**config.mk**
```make
export PLATFORM = sky130hd
export DESIGN_NAME = pipeline_debug_scanner_flat
export DESIGN_NICKNAME = d
export VERILOG_FILES = /design/src/rtl/pipeline_debug_scanner_if.sv /design/src/rtl/pipeline_debug_scanner.sv /design/src/flat_wrapper.sv
export SDC_FILE = /design/constraint.sdc
export NUM_CORES = 1
export LEC_CHECK = 0
export CAP_MARGIN = 20
export CORE_MARGIN = 2
export CORE_UTILIZATION = 52
export CTS_BUF_LIST = sky130_fd_sc_hd__clkbuf_8 sky130_fd_sc_hd__clkbuf_16
export CTS_CLUSTER_SIZE = 12
export DETAILED_ROUTE_END_ITERATION = 10
export PLACE_DENSITY = 0.86
export SLEW_MARGIN = 5
export SYNTH_ARGS = -nofsm -noshare
export SYNTH_HDL_FRONTEND = slang
export SYNTH_SLANG_ARGS = --single-unit
```
**constraint.sdc**
```tcl
create_clock -name clk -period 5.15 [get_ports clk]
set_input_delay 1.03 -clock clk [delete_from_list [all_inputs] [get_ports clk]]
set_output_delay 1.03 -clock clk [all_outputs]
set_load 0.1 [all_outputs]
```
**src/rtl/pipeline_debug_scanner_if.sv**
```systemverilog
// pipeline_debug_scanner_if
// Snapshot stream from the debug scanner to its consumer: one (kind, addr,
// data) beat per ready/valid handshake.
//   out_valid  beat valid (scanner -> consumer)
//   out_ready  consumer ready (consumer -> scanner)
//   out_kind   0 = register beat, 1 = memory beat
//   out_addr   register index (zero-extended) or memory byte address
//   out_data   captured register / memory value
//   out_last   final beat of the dump
interface pipeline_debug_scanner_if;
  logic        out_valid;
  logic        out_ready;
  logic        out_kind;
  logic [31:0] out_addr;
  logic [31:0] out_data;
  logic        out_last;

  modport master (
    output out_valid, out_kind, out_addr, out_data, out_last,
    input  out_ready
  );

  modport slave (
    input  out_valid, out_kind, out_addr, out_data, out_last,
    output out_ready
  );
endinterface

```
**src/rtl/pipeline_debug_scanner.sv**
```systemverilog
// pipeline_debug_scanner
// Debug controller sitting between the board top and pipeline_cpu. It holds
// the CPU in reset for RESET_CYCLES after system reset, counts retired
// instructions from the write-back stage, and on a start pulse (or when the
// count reaches commit_limit) freezes the CPU and streams a snapshot of
// registers 0..NUM_REGS-1 followed by MEM_WORDS memory words.
//   clk, reset          system clock, synchronous active-high reset
//   start               dump request in RUN, resume in DONE
//   commit_limit        auto-dump count (0 disables)
//   cpu_resetn          CPU reset (active low)
//   cpu_clk_en          CPU clock enable, 0 freezes the CPU
//   cpu_valid, wb_pc    CPU stage valids (bit 0 = WB) and WB pc
//   rf_addr / rf_data   register probe
//   mem_addr / mem_data memory probe (byte address)
//   dbg                 snapshot stream (master side)
//   commit_count        retired instructions since reset (saturating)
//   busy, done          dumping / dump finished
module pipeline_debug_scanner #(
  parameter int unsigned RESET_CYCLES = 10,
  parameter int unsigned NUM_REGS     = 32,
  parameter int unsigned MEM_WORDS    = 16,
  parameter logic [31:0] MEM_BASE     = 32'h0000_0000,
  parameter int unsigned RD_LAT       = 0
) (
  input  logic                            clk,
  input  logic                            reset,
  input  logic                            start,
  input  logic [31:0]                     commit_limit,
  output logic                            cpu_resetn,
  output logic                            cpu_clk_en,
  input  logic [4:0]                      cpu_valid,
  input  logic [31:0]                     wb_pc,
  output logic [4:0]                      rf_addr,
  input  logic [31:0]                     rf_data,
  output logic [31:0]                     mem_addr,
  input  logic [31:0]                     mem_data,
  pipeline_debug_scanner_if.master        dbg,
  output logic [31:0]                     commit_count,
  output logic                            busy,
  output logic                            done
);

  localparam int RW = (RESET_CYCLES > 1) ? $clog2(RESET_CYCLES) : 1;
  localparam int MW = (MEM_WORDS > 1) ? $clog2(MEM_WORDS) : 1;
  localparam logic [RW-1:0] RST_LAST = RW'(RESET_CYCLES - 1);
  localparam logic [MW-1:0] MEM_LAST = MW'(MEM_WORDS - 1);
  localparam logic [4:0]    REG_LAST = 5'(NUM_REGS - 1);
  localparam logic [1:0]    LAT      = 2'(RD_LAT);

  localparam logic [2:0] S_RESET_HOLD = 3'd0;
  localparam logic [2:0] S_RUN        = 3'd1;
  localparam logic [2:0] S_DUMP_REG   = 3'd2;
  localparam logic [2:0] S_DUMP_MEM   = 3'd3;
  localparam logic [2:0] S_DONE       = 3'd4;

  logic [2:0]    state;
  logic [RW-1:0] rst_cnt;
  logic [1:0]    lat_cnt;
  logic [MW-1:0] mem_idx;
  logic [31:0]   last_pc;
  logic          prev_wb_vld;
  logic          wb_new;
  logic          count_inc;
  logic          limit_hit;
  logic          in_mem;

  // Only the WB valid bit matters for retirement counting.
  logic unused_cpu_valid;
  assign unused_cpu_valid = ^cpu_valid[4:1];

  // A WB instruction is new unless the same pc was already valid last cycle;
  // a branch-to-self running back-to-back therefore counts once.
  assign wb_new    = cpu_valid[0] && ((wb_pc != last_pc) || !prev_wb_vld);
  assign count_inc = (state == S_RUN) && wb_new && (commit_count != 32'hFFFF_FFFF);
  // Compared only on an increment, so resuming at equality never retriggers.
  assign limit_hit = count_inc && (commit_limit != 32'd0) &&
                     ((commit_count + 32'd1) == commit_limit);
  assign in_mem    = (state == S_DUMP_MEM);

  assign cpu_resetn = (state != S_RESET_HOLD);
  assign cpu_clk_en = (state == S_RESET_HOLD) || (state == S_RUN);
  assign busy       = (state == S_DUMP_REG) || (state == S_DUMP_MEM);
  assign done       = (state == S_DONE);

  always_ff @(posedge clk) begin
    if (reset) begin
      state         <= S_RESET_HOLD;
      rst_cnt       <= '0;
      lat_cnt       <= '0;
      mem_idx       <= '0;
      rf_addr       <= '0;
      mem_addr      <= MEM_BASE;
      commit_count  <= '0;
      last_pc       <= '0;
      prev_wb_vld   <= 1'b0;
      dbg.out_valid <= 1'b0;
      dbg.out_kind  <= 1'b0;
      dbg.out_addr  <= '0;
      dbg.out_data  <= '0;
      dbg.out_last  <= 1'b0;
    end else begin
      prev_wb_vld <= cpu_valid[0];
      if (count_inc) commit_count <= commit_count + 32'd1;
      if ((state == S_RUN) && wb_new) last_pc <= wb_pc;

      case (state)
        S_RESET_HOLD: begin
          if (rst_cnt == RST_LAST) state <= S_RUN;
          else rst_cnt <= rst_cnt + 1'b1;
        end
        S_RUN: begin
          if (start || limit_hit) begin
            state    <= S_DUMP_REG;
            rf_addr  <= '0;
            mem_addr <= MEM_BASE;
            mem_idx  <= '0;
            lat_cnt  <= '0;
          end
        end
        S_DUMP_REG, S_DUMP_MEM: begin
          if (!dbg.out_valid) begin
            // Address has been stable for RD_LAT cycles: capture this cycle.
            if (lat_cnt == LAT) begin
              dbg.out_valid <= 1'b1;
              dbg.out_kind  <= in_mem;
              dbg.out_addr  <= in_mem ? mem_addr : {27'd0, rf_addr};
              dbg.out_data  <= in_mem ? mem_data : rf_data;
              dbg.out_last  <= in_mem && (mem_idx == MEM_LAST);
            end else begin
              lat_cnt <= lat_cnt + 2'd1;
            end
          end else if (dbg.out_ready) begin
            dbg.out_valid <= 1'b0;
            dbg.out_last  <= 1'b0;
            lat_cnt       <= '0;
            if (!in_mem) begin
              if (rf_addr == REG_LAST) state <= S_DUMP_MEM;
              else rf_addr <= rf_addr + 5'd1;
            end else if (mem_idx == MEM_LAST) begin
              state <= S_DONE;
            end else begin
              mem_idx  <= mem_idx + 1'b1;
              mem_addr <= mem_addr + 32'd4;
            end
          end
        end
        S_DONE: begin
          if (start) state <= S_RUN;
        end
        default: state <= S_RESET_HOLD;
      endcase
    end
  end

endmodule

```
**src/flat_wrapper.sv**
```systemverilog
// flat-port wrapper written by rule: the top's interface ports become plain ports
module pipeline_debug_scanner_flat 
#(
  parameter int unsigned RESET_CYCLES = 10,
  parameter int unsigned NUM_REGS     = 32,
  parameter int unsigned MEM_WORDS    = 16,
  parameter logic [31:0] MEM_BASE     = 32'h0000_0000,
  parameter int unsigned RD_LAT       = 0
)
  (clk, reset, start, commit_limit, cpu_resetn, cpu_clk_en, cpu_valid, wb_pc, rf_addr, rf_data, mem_addr, mem_data, commit_count, busy, done, dbg_out_valid, dbg_out_kind, dbg_out_addr, dbg_out_data, dbg_out_last, dbg_out_ready);
  pipeline_debug_scanner_if dbg_i ();
  input  logic clk;
  input  logic reset;
  input  logic start;
  input  logic [31:0] commit_limit;
  output logic cpu_resetn;
  output logic cpu_clk_en;
  input  logic [4:0] cpu_valid;
  input  logic [31:0] wb_pc;
  output logic [4:0] rf_addr;
  input  logic [31:0] rf_data;
  output logic [31:0] mem_addr;
  input  logic [31:0] mem_data;
  output logic [31:0] commit_count;
  output logic busy;
  output logic done;
  output wire logic [$bits(dbg_i.out_valid)-1:0] dbg_out_valid;
  output wire logic [$bits(dbg_i.out_kind)-1:0] dbg_out_kind;
  output wire logic [$bits(dbg_i.out_addr)-1:0] dbg_out_addr;
  output wire logic [$bits(dbg_i.out_data)-1:0] dbg_out_data;
  output wire logic [$bits(dbg_i.out_last)-1:0] dbg_out_last;
  input wire logic [$bits(dbg_i.out_ready)-1:0] dbg_out_ready;
  assign dbg_out_valid = dbg_i.out_valid;
  assign dbg_out_kind = dbg_i.out_kind;
  assign dbg_out_addr = dbg_i.out_addr;
  assign dbg_out_data = dbg_i.out_data;
  assign dbg_out_last = dbg_i.out_last;
  assign dbg_i.out_ready = dbg_out_ready;
  pipeline_debug_scanner #(.RESET_CYCLES(RESET_CYCLES), .NUM_REGS(NUM_REGS), .MEM_WORDS(MEM_WORDS), .MEM_BASE(MEM_BASE), .RD_LAT(RD_LAT)) u_core (.clk(clk), .reset(reset), .start(start), .commit_limit(commit_limit), .cpu_resetn(cpu_resetn), .cpu_clk_en(cpu_clk_en), .cpu_valid(cpu_valid), .wb_pc(wb_pc), .rf_addr(rf_addr), .rf_data(rf_data), .mem_addr(mem_addr), .mem_data(mem_data), .dbg(dbg_i), .commit_count(commit_count), .busy(busy), .done(done));
endmodule
```
==> results of run 1 <==
[worst min-delay path: cells and delay by family, from the launching register on]
kind,cells,cell delay (ns)
AOI/OAI and AO/OA,1,0.05
DFF,1,0.31
and+or+nand+nor,1,0.05
[synth_stat cells (all sizes together), types with 10 or more instances]
cell,n
nor2,123
buf,24
xnor2,66
nor3,10
o21ai,28
nand2b,14
a311oi,30
dfxtp,180
nand3,89
a31oi,14
or3,11
mux2i,39
xor2,34
a21oi,100
nor4,24
inv,14
clkbuf,65
nand4,34
nand2,135
a211oi,40
and3,13
[state kept, by name, summed over array words and instances (netlist names)]
| signal | flops |
|---|---|
| u_core.dbg.out_valid | 1 |
| u_core.mem_addr | 30 |
| u_core.dbg.out_addr | 32 |
| u_core.prev_wb_vld | 1 |
| u_core.commit_count | 32 |
| u_core.mem_idx | 4 |
| u_core.dbg.out_last | 1 |
| u_core.last_pc | 32 |
| u_core.lat_cnt | 2 |
| u_core.state | 3 |
| u_core.dbg.out_kind | 1 |
| u_core.rst_cnt | 4 |
| u_core.dbg.out_data | 32 |
| u_core.rf_addr | 5 |
[area by class of cell]
cell class	instances	area, um^2	area share [%]
multi-input combinational	893	5570	43.1
tap	229	287	2.22
clock buffer	17	425	3.29
sequential	180	3600	27.9
inverter	14	52.6	0.407
clock inverter	15	168	1.30
timing repair buffer	283	2820	21.8
[metrics by stage]
stage	hold WS [ns]	power [mW]	std cells
global placement	0.438	2.82	1598
detailed placement	0.446	2.85	1598
floorplan	0.439	2.48	1176
finish	0.454	4.14	1631
global route	0.478	4.31	1631
CTS	0.456	4.15	1630
[report_power, final]
part / switching [mW] / internal, mW / leakage (nW)
Combinational: 0.920 / 0.365 / 2.60
Clock: 0.590 / 0.728 / 0.284
Sequential: 0.0571 / 1.48 / 1.45
[cells by family after synthesis]
kind of cell	count (synthesis)	synth area share, %
XOR/XNOR	100	9.13
AO/OA/AOI/OAI	253	18.4
multiplexers	40	4.19
flip-flops	180	37.6
AND/OR/NAND/NOR	490	25.1
other	1	0.0391
buffers and inverters	103	4.52
adder cells (fa/ha/maj)	8	1.04
[worst max path at each step]
stage | start | end | cells past startpoint | slack [ns]
floorplan | u_core.state[2] | done | 2 | 1.23
global placement | commit_limit[19] | u_core.mem_addr[28] | 10 | 0.95
detailed placement | commit_limit[19] | u_core.mem_addr[16] | 10 | 0.85
CTS | u_core.commit_count[0] | u_core.mem_addr[16] | 10 | 1.12
global route | u_core.commit_count[0] | u_core.mem_addr[28] | 10 | 0.73
finish | u_core.commit_count[0] | u_core.mem_addr[16] | 10 | 1.06
[per-layer routing]
| layer | routed length, um | share of wire, % |
|---|---|---|
| met1 | 11400 | 42 |
| met2 | 13400 | 49 |
| met3 | 2060 | 7.6 |
| met4 | 341 | 1.3 |
| met5 | 0 | 0 |
==> results.ini, run 1 <==
[status]
status=finished, final reports clean

[critical_path]
cp_common_cell=a311oi_1
worst-path-buf-inv=0
r2r_end=u_core.mem_addr[16]
path_class=flop to flop
r2r_slack_ns=1.06
cp-start-kind=flop
crit_fanout=16
r2r.worst_path.cells=10
crit_chain=ha_1 -> nand3_4 -> nor4_4 -> nand4_2 -> a311oi_1 -> nand4_1 -> nor4_1 -> a21oi_2 -> nor2_1 -> a311oi_1
cp_top_family=simple AND/OR/NAND/NOR gates
cp_slowest_cell=nor4_4
worst_ep_required_time_ns=5.42
r2r_start=u_core.commit_count[0]
max_stage_delay_ns=0.78
cp.arrival_ns=4.36
endpoint_kind=flop

[cts]
cts-hold-fix-buffers=0
tritoncts=done
cts-root-buf=clkbuf_16
clkSinkCount=180
cts_made_buffers=17
worstSkewPairLatency_ns=0.43
h-tree-depth=4
cts_resized=0
clk_pin_slew_ns=0.07
clockBufferDepth=2
post_cts_buffers=0

[floorplan]
rows=49
die_h_um=140
die_w_um=140
start_util_pct=53.2
core_mm2=0.0180
ios=277
dieArea_mm2=0.0195

[detailed_routing]
detail-route-antenna-nets=0
vias=9441
first_iter_violations=502
remaining_drc_errors=0
totalWireLength_mm=27.2
viasPerCell=5.79
first_pass_iters=5
routedWlPerCell_um=16.7

[synth]
syn_avg_cell_area_um2=8.16
yosysWarnings=0
synth_edf_count=0
ys_seq_area_share_pct=37.6
synthCells=1175
yosysUniqueCellTypes=68
ys_async_sr_fraction_pct=0
yosys-top-cells-area=dfxtp_1 (38%), xnor2_1 (6.0%), nand2_1 (5.3%)
netlist_area_mm2=0.00959
yosysTopAreaCellShare_pct=37.6
synthFlopType=dfxtp_1
ys_ff_latch=180
synth_top_area_cell=dfxtp_1

[global_route]
use_met1_pct=34.3
first_global_vias=8850
grt_max_degree=104
use_met3_pct=6.16
grtUsageMet2_pct=45.3
grtUsageTotal_pct=26.7
grt_pass1_wl_mm=43.6
antenna_found_initial=0
busiest_layer=met2
grt.overflow.total=0

[flow_run]
drv_cap=0

[sta]
timing.final.ws_setup_ns=1.06
setup_viol=0
rsz0062_at_grt=false
max_freq_ghz=0.245
tightest_slew_ns=1.05
fin_worst_skew_ns=0.0109
final.period_utilization_pct=79.4
finalCriticalPeriod_ns=4.09
hold_viol=0
finalMaxSlewViolations=0
setup_tns_ns=0
relSlewSlack_pct=29.7

[worst_hold_path]
holdCritPathClass=flop to flop
whs_path_depth=2
holdCritStartpoint=u_core.dbg.out_addr[27]
worstHoldEndpoint=u_core.dbg.out_addr[27]

[placement]
hpwl_mm=19.0
dpl_cell_area_mm2=0.0123
portBuffers=270
dp_slack_ns=0.855
routabilityCongestion=0.894

[finish]
final_cell_mix=clkdlybuf4s50_1 (268), dfxtp_1 (180), nand2_1 (134), nor2_1 (122), a21oi_1 (99)
final_nets=1534
final_common_cell=clkdlybuf4s50_1
layout-drive-gt1-share_pct=6.06
utilization_pct=71.7
fin_area_mm2=0.0129
fillers=1494
synthToLayoutAreaGrowth_pct=34.8
n_antenna_cell=0

[power]
p_per_area_mw_per_mm2=321
ir_drop_mv=0.257
p_leak_nw=4.34

Power figures use the tool's default switching activity.
==> inputs of run 2 (changes only) <==
--- a/config.mk
+++ b/config.mk
@@ -7,11 +7,11 @@
 export LEC_CHECK = 0
 export CAP_MARGIN = 20
 export CORE_MARGIN = 2
-export CORE_UTILIZATION = 52
+export CORE_UTILIZATION = 44
 export CTS_BUF_LIST = sky130_fd_sc_hd__clkbuf_8 sky130_fd_sc_hd__clkbuf_16
 export CTS_CLUSTER_SIZE = 12
 export DETAILED_ROUTE_END_ITERATION = 10
-export PLACE_DENSITY = 0.86
+export PLACE_DENSITY = 0.78
 export SLEW_MARGIN = 5
 export SYNTH_ARGS = -nofsm -noshare
 export SYNTH_HDL_FRONTEND = slang
==> constraint.sdc (replaced) <==
create_clock -name clk -period 3.5 [get_ports clk]
set_input_delay 0.7 -clock clk [delete_from_list [all_inputs] [get_ports clk]]
set_output_delay 0.7 -clock clk [all_outputs]
set_load 0.1 [all_outputs]
==> run 2 against run 1 <==
Cell area is 1.2% higher. Sequential share of layout area is 0.15 points lower. Clock power is 49% higher. Clock-buffer cell count is 1 higher. Setup slack worse by 0.87 ns.
==> results.ini, run 2 (synthesized netlist as in run 1, its figures left out) <==
[floorplan]
die_w_um=152  ; +8.5%
rows=54  ; +10%
ios=277  ; unchanged
core_mm2=0.0216  ; +20%
die_h_um=152  ; +8.5%
dieArea_mm2=0.0230  ; +18%
start_util_pct=44.3  ; -8.8 points

[critical_path]
crit_fanout=16  ; unchanged
cp-start-kind=flop
endpoint_kind=flop
path_class=flop to flop
cp.arrival_ns=3.62  ; -0.74 ns
worst_ep_required_time_ns=3.81  ; -1.61 ns

[placement]
portBuffers=270  ; unchanged
dpl.cell_count=1671  ; +4.6%
hpwl_mm=19.7  ; +3.8%
routabilityCongestion=0.873  ; -2.3%

[worst_hold_path]
holdCritPathClass=flop to flop

[power]
p_leak_nw=4.60  ; +6.2%
ir_drop_mv=0.323  ; +25%
p_per_area_mw_per_mm2=473  ; +47%

[detailed_routing]
vias=9564  ; +1.3%
routedWlPerCell_um=16.4  ; -1.5%
first_iter_violations=561  ; +12%
first_pass_iters=6  ; +1
remaining_drc_errors=0  ; unchanged
viasPerCell=5.62  ; -3.0%
detail-route-antenna-nets=0  ; unchanged
totalWireLength_mm=27.9  ; +2.9%

[sta]
tightest_slew_ns=1.01  ; -0.0395 ns
setup_viol=0  ; unchanged
hold_viol=0  ; unchanged
finalMaxSlewViolations=0  ; unchanged
max_freq_ghz=0.302  ; +24%
hold_slack_ns=0.451  ; -0.00255 ns
relSlewSlack_pct=32.3  ; +2.6 points
setup_tns_ns=0  ; unchanged
fin_worst_skew_ns=0.0134  ; +0.00244 ns
finalCriticalPeriod_ns=3.31  ; -0.780 ns
final.period_utilization_pct=94.5  ; +15 points
rsz0062_at_grt=false

[global_route]
antenna_found_initial=0  ; unchanged
grt_pass1_wl_mm=43.3  ; -0.54%
first_global_vias=8637  ; -2.4%
grt_max_degree=102  ; -1.9%
grtUsageTotal_pct=23.2  ; -3.5 points
grt.overflow.total=0  ; unchanged

[cts]
clk_pin_slew_ns=0.07  ; about the same
cts-root-buf=clkbuf_16
tritoncts=done
h-tree-depth=4  ; unchanged
clkSinkCount=180  ; unchanged
cts-hold-fix-buffers=0  ; unchanged
clockBufferDepth=2  ; unchanged
cts_made_buffers=17  ; unchanged
worstSkewPairLatency_ns=0.43  ; about the same

[finish]
final_nets=1555  ; +1.4%
stdcell_count=1703  ; +4.4%
layout-drive-gt1-share_pct=13.7  ; +7.6 points
final_cell_mix=clkdlybuf4s50_1 (199), dfxtp_1 (162), nand2_1 (134), nor2_1 (121), a21oi_1 (99)
fillers=1945  ; +30%
synthToLayoutAreaGrowth_pct=36.3
n_antenna_cell=0  ; unchanged
final_common_cell=clkdlybuf4s50_1

[flow_run]
drv_cap=0  ; unchanged

[status]
status=finished, final reports clean

[run 2: metal layers]
metal	GRT usage [%]	part of all wire (%)	vias up
met5	0	0	-
met4	5.09	1.3	0
met3	4.58	6.7	28
met2	39.0	49	314
met1	30.8	43	4526
li1	-	-	4696
[run 2: worst max-delay path, stage by stage, from the launching register on]
cell and delay, ns:
dfxtp_2 0.37, ha_1 0.25, nand3_4 0.15, nor4_4 0.34
buf_12 0.18, nand4_2 0.14, a311oi_1 0.37, nand4_1 0.19
or4_4 0.58, o22ai_4 0.23, a21oi_1 0.13, a32o_1 0.24
[run 2: layout make-up]
cell class,instances,area [um^2],area share (%)
multi-input cells,893,5570,42.6
flip-flops and latches,180,3630,27.7
repair buffers,304,2860,21.9
clock buffers,18,439,3.36
well taps,280,350,2.68
clock inverters,14,169,1.29
inverters,14,52.6,0.402
[run 2: through the flow]
stage	worst slack (ns)	utilization (%)	instance area, um^2	power [mW]
detailed placement	-0.213	57.6	12500	4.25
CTS	0.207	60.4	13100	6.23
global placement	-0.158	57.6	12500	4.22
finish	0.191	60.5	13100	6.18
floorplan	0.00391	-	9620	3.66
global route	0.0612	60.5	13100	6.45
[run 2: worst paths after layout]
path	startpoint	to	slack, ns	cells after the start
worst max-delay path	u_core.commit_count[1]	u_core.rf_addr[1]	0.19	11
worst min-delay path	u_core.dbg.out_addr[1]	u_core.dbg.out_addr[1]	0.45	2
worst max register to register	u_core.commit_count[1]	u_core.rf_addr[1]	0.19	11
worst min register to register	u_core.dbg.out_addr[1]	u_core.dbg.out_addr[1]	0.45	2
[run 2: timing repair]
action	4_1_cts	5_1_grt
buffers inserted	0	0
setup endpoints to repair	0	2
resized for setup	0	1
[run 2: where the power goes]
| group | internal, mW | leakage (nW) | switching [mW] | total [mW] |
|---|---|---|---|---|
| Sequential | 2.18 | 1.46 | 0.0839 | 2.26 |
| Clock | 1.09 | 0.286 | 0.880 | 1.97 |
| Combinational | 0.577 | 2.86 | 1.36 | 1.94 |
| Total | 3.85 | 4.60 | 2.33 | 6.18 |
==> inputs of run 3 (changes only) <==
--- a/config.mk
+++ b/config.mk
@@ -7,11 +7,12 @@
 export LEC_CHECK = 0
 export CAP_MARGIN = 20
 export CORE_MARGIN = 2
-export CORE_UTILIZATION = 44
+export CORE_UTILIZATION = 48
 export CTS_BUF_LIST = sky130_fd_sc_hd__clkbuf_8 sky130_fd_sc_hd__clkbuf_16
 export CTS_CLUSTER_SIZE = 12
 export DETAILED_ROUTE_END_ITERATION = 10
-export PLACE_DENSITY = 0.78
+export PLACE_DENSITY = 0.81
+export SKIP_CTS_REPAIR_TIMING = 1
 export SLEW_MARGIN = 5
 export SYNTH_ARGS = -nofsm -noshare
 export SYNTH_HDL_FRONTEND = slang
==> constraint.sdc (replaced) <==
create_clock -name clk -period 3.2 [get_ports clk]
set_input_delay 0.64 -clock clk [delete_from_list [all_inputs] [get_ports clk]]
set_output_delay 0.64 -clock clk [all_outputs]
set_load 0.1 [all_outputs]
==> run 3 against run 2 <==
Non-clock buffer count rose by 36. Final cell count rose by 1.3%. Highest routed layer unchanged. Die area fell by 8.1%. Via count rose by 3.0%. Flip-flop and latch count did not move. Largest cell class unchanged. Critical endpoint is now u_core.rf_addr[4].
==> results.ini, run 3 (synthesized netlist as in run 1, its figures left out) <==
[power]
p_leak_nw=4.99  ; +8.4%
total_power_mw=6.79  ; +9.9%
ir_drop_mv=0.384  ; +19%
p_per_area_mw_per_mm2=510  ; +8.0%

[detailed_routing]
routedWlPerCell_um=16.4  ; +0.18%
detail-route-antenna-nets=0  ; unchanged
first_iter_violations=534  ; -4.8%
totalWireLength_mm=28.4  ; +1.5%
viasPerCell=5.71  ; +1.6%
vias=9847  ; +3.0%
first_pass_iters=6  ; unchanged
remaining_drc_errors=0  ; unchanged

[critical_path]
worst_ep_required_time_ns=3.51  ; -0.30 ns
r2r.worst_path.cells=11  ; unchanged
r2r_end=u_core.rf_addr[4]
r2r_slack_ns=0.16  ; -0.03 ns
r2r_start=u_core.commit_count[9]
crit_path_start=commit_limit[6]
endpoint_kind=flop
crit_fanout=5  ; -11
path_class=input pin to flop
cp.arrival_ns=3.39  ; -0.23 ns
cp-start-kind=input pin

[finish]
fillers=1637  ; -16%
regArea_mm2=0.00368  ; +1.4%
final_common_cell=buf_4
multi_input_comb_area_mm2=0.00565  ; +1.3%
final_cell_mix=buf_4 (201), dfxtp_1 (148), nand2_1 (134), clkdlybuf4s50_1 (131), nor2_1 (121)
layout-drive-gt1-share_pct=21.9  ; +8.2 points
final_nets=1592  ; +2.4%
synthToLayoutAreaGrowth_pct=38.7
fin_area_mm2=0.0133  ; +1.7%

[flow_run]
drv_cap=0  ; unchanged

[global_route]
grt_max_degree=84  ; -18%
grt_pass1_wl_mm=45.6  ; +5.2%
antenna_found_initial=1  ; +1
grtUsageTotal_pct=25.5  ; +2.3 points
use_met3_pct=5.42  ; +0.84 points
busiest_layer=met2
first_global_vias=9261  ; +7.2%
grtUsageMet2_pct=43.0  ; +4.0 points
use_met1_pct=32.4  ; +1.6 points
grt.overflow.total=0  ; unchanged

[sta]
finalMaxSlewViolations=0  ; unchanged
finalCriticalPeriod_ns=3.07
final.period_utilization_pct=96.1
setup_viol=0  ; unchanged
relSlewSlack_pct=44.6  ; +12 points
hold_viol=0  ; unchanged
rsz0062_at_grt=true
fin_worst_skew_ns=0.0145  ; +0.00111 ns
hold_slack_ns=0.452  ; +0.000955 ns
tightest_slew_ns=0.828  ; -0.183 ns
max_freq_ghz=0.325

[cts]
clk_pin_slew_ns=0.07  ; about the same
cts-root-buf=clkbuf_16
cts_made_buffers=17  ; unchanged
worstSkewPairLatency_ns=0.42  ; about the same
clockBufferDepth=2  ; unchanged
h-tree-depth=4  ; unchanged
tritoncts=done
clkSinkCount=180  ; unchanged

[worst_hold_path]
holdCritPathClass=flop to flop
whs_path_depth=2  ; unchanged
worstHoldEndpoint=u_core.dbg.out_addr[0]
holdCritStartpoint=u_core.dbg.out_addr[0]

[floorplan]
start_util_pct=49.1  ; +4.8 points
die_h_um=145  ; -4.1%
die_w_um=145  ; -4.1%
dieArea_mm2=0.0211  ; -8.1%
core_mm2=0.0195  ; -9.7%
ios=277  ; unchanged
rows=51  ; -5.6%

[placement]
hpwl_mm=20.0  ; +1.3%
routabilityCongestion=0.922  ; +5.6%
dpl_cell_area_mm2=0.0125  ; +0.59%
portBuffers=270  ; unchanged

[status]
status=finished, final reports clean

run 3: changes by cell type in the layout (fill, tap and decap cells not counted), moves of 2 or more:
cell,change
clkbuf_16,+2
dfxtp_4,+13
buf_4,+103
clkdlybuf4s50_1,-68
nor4_1,-4
clkinvlp_4,-3
nor4_2,+4
dfxtp_1,-14
run 3: layout make-up:
| class | count | area share, % |
|---|---|---|
| sequential | 180 | 27.6 |
| antenna | 1 | 0.0188 |
| timing repair buffer | 340 | 22.3 |
| clock buffer | 20 | 3.68 |
| inverter | 14 | 0.395 |
| tap | 265 | 2.49 |
| clock inverter | 11 | 1.03 |
| multi-input combinational | 894 | 42.5 |
run 3: how the worst max path moves through the flow:
| stage | to | slack, ns | cells past startpoint |
|---|---|---|---|
| after floorplan | u_core.mem_addr[31] | 0.01 | 8 |
| after global placement | u_core.mem_idx[1] | -0.33 | 12 |
| after detailed placement | u_core.rf_addr[4] | -0.44 | 10 |
| after CTS | u_core.mem_addr[25] | -0.06 | 12 |
| after global routing | u_core.mem_idx[1] | -0.03 | 12 |
| final | u_core.rf_addr[4] | 0.13 | 10 |
run 3: routing by layer:
metal / wire length, um / up-vias
met2: 13900 / 398
met3: 2000 / 67
li1: - / 4777
met5: 0 / -
met1: 11700 / 4605
met4: 788 / 0
run 3: per-stage QoR:
| step | setup WS (ns) | util (%) | cells | setup TNS, ns |
|---|---|---|---|---|
| 6_report | 0.125 | 68.1 | 1725 | 0 |
| 2_1_floorplan | 0.0150 | - | 1176 | 0 |
| 3_5_place_dp | -0.442 | 64.2 | 1684 | -12.58 |
| 4_1_cts | -0.0606 | 67.4 | 1715 | -0.194 |
| 5_1_grt | -0.0312 | 68.1 | 1724 | -0.0364 |
| 3_3_place_gp | -0.327 | 64.2 | 1684 | -11.32 |
run 3: worst max-delay path: stages:
cell             delay [ns]
clkdlybuf4s50_1        0.57
nor3b_1                0.08
a2111oi_1              0.45
a21oi_1                0.08
nor4_1                 0.18
nand4b_1               0.20
or4_4                  0.59
o22ai_4                0.22
a21oi_1                0.13
a32o_1                 0.24
run 3: power breakdown:
group | total, mW | switching (mW) | leakage (nW) | internal, mW
sequential | 2.47 | 0.0944 | 1.47 | 2.37
combinational | 2.11 | 1.50 | 3.21 | 0.616
clock | 2.21 | 0.926 | 0.306 | 1.28
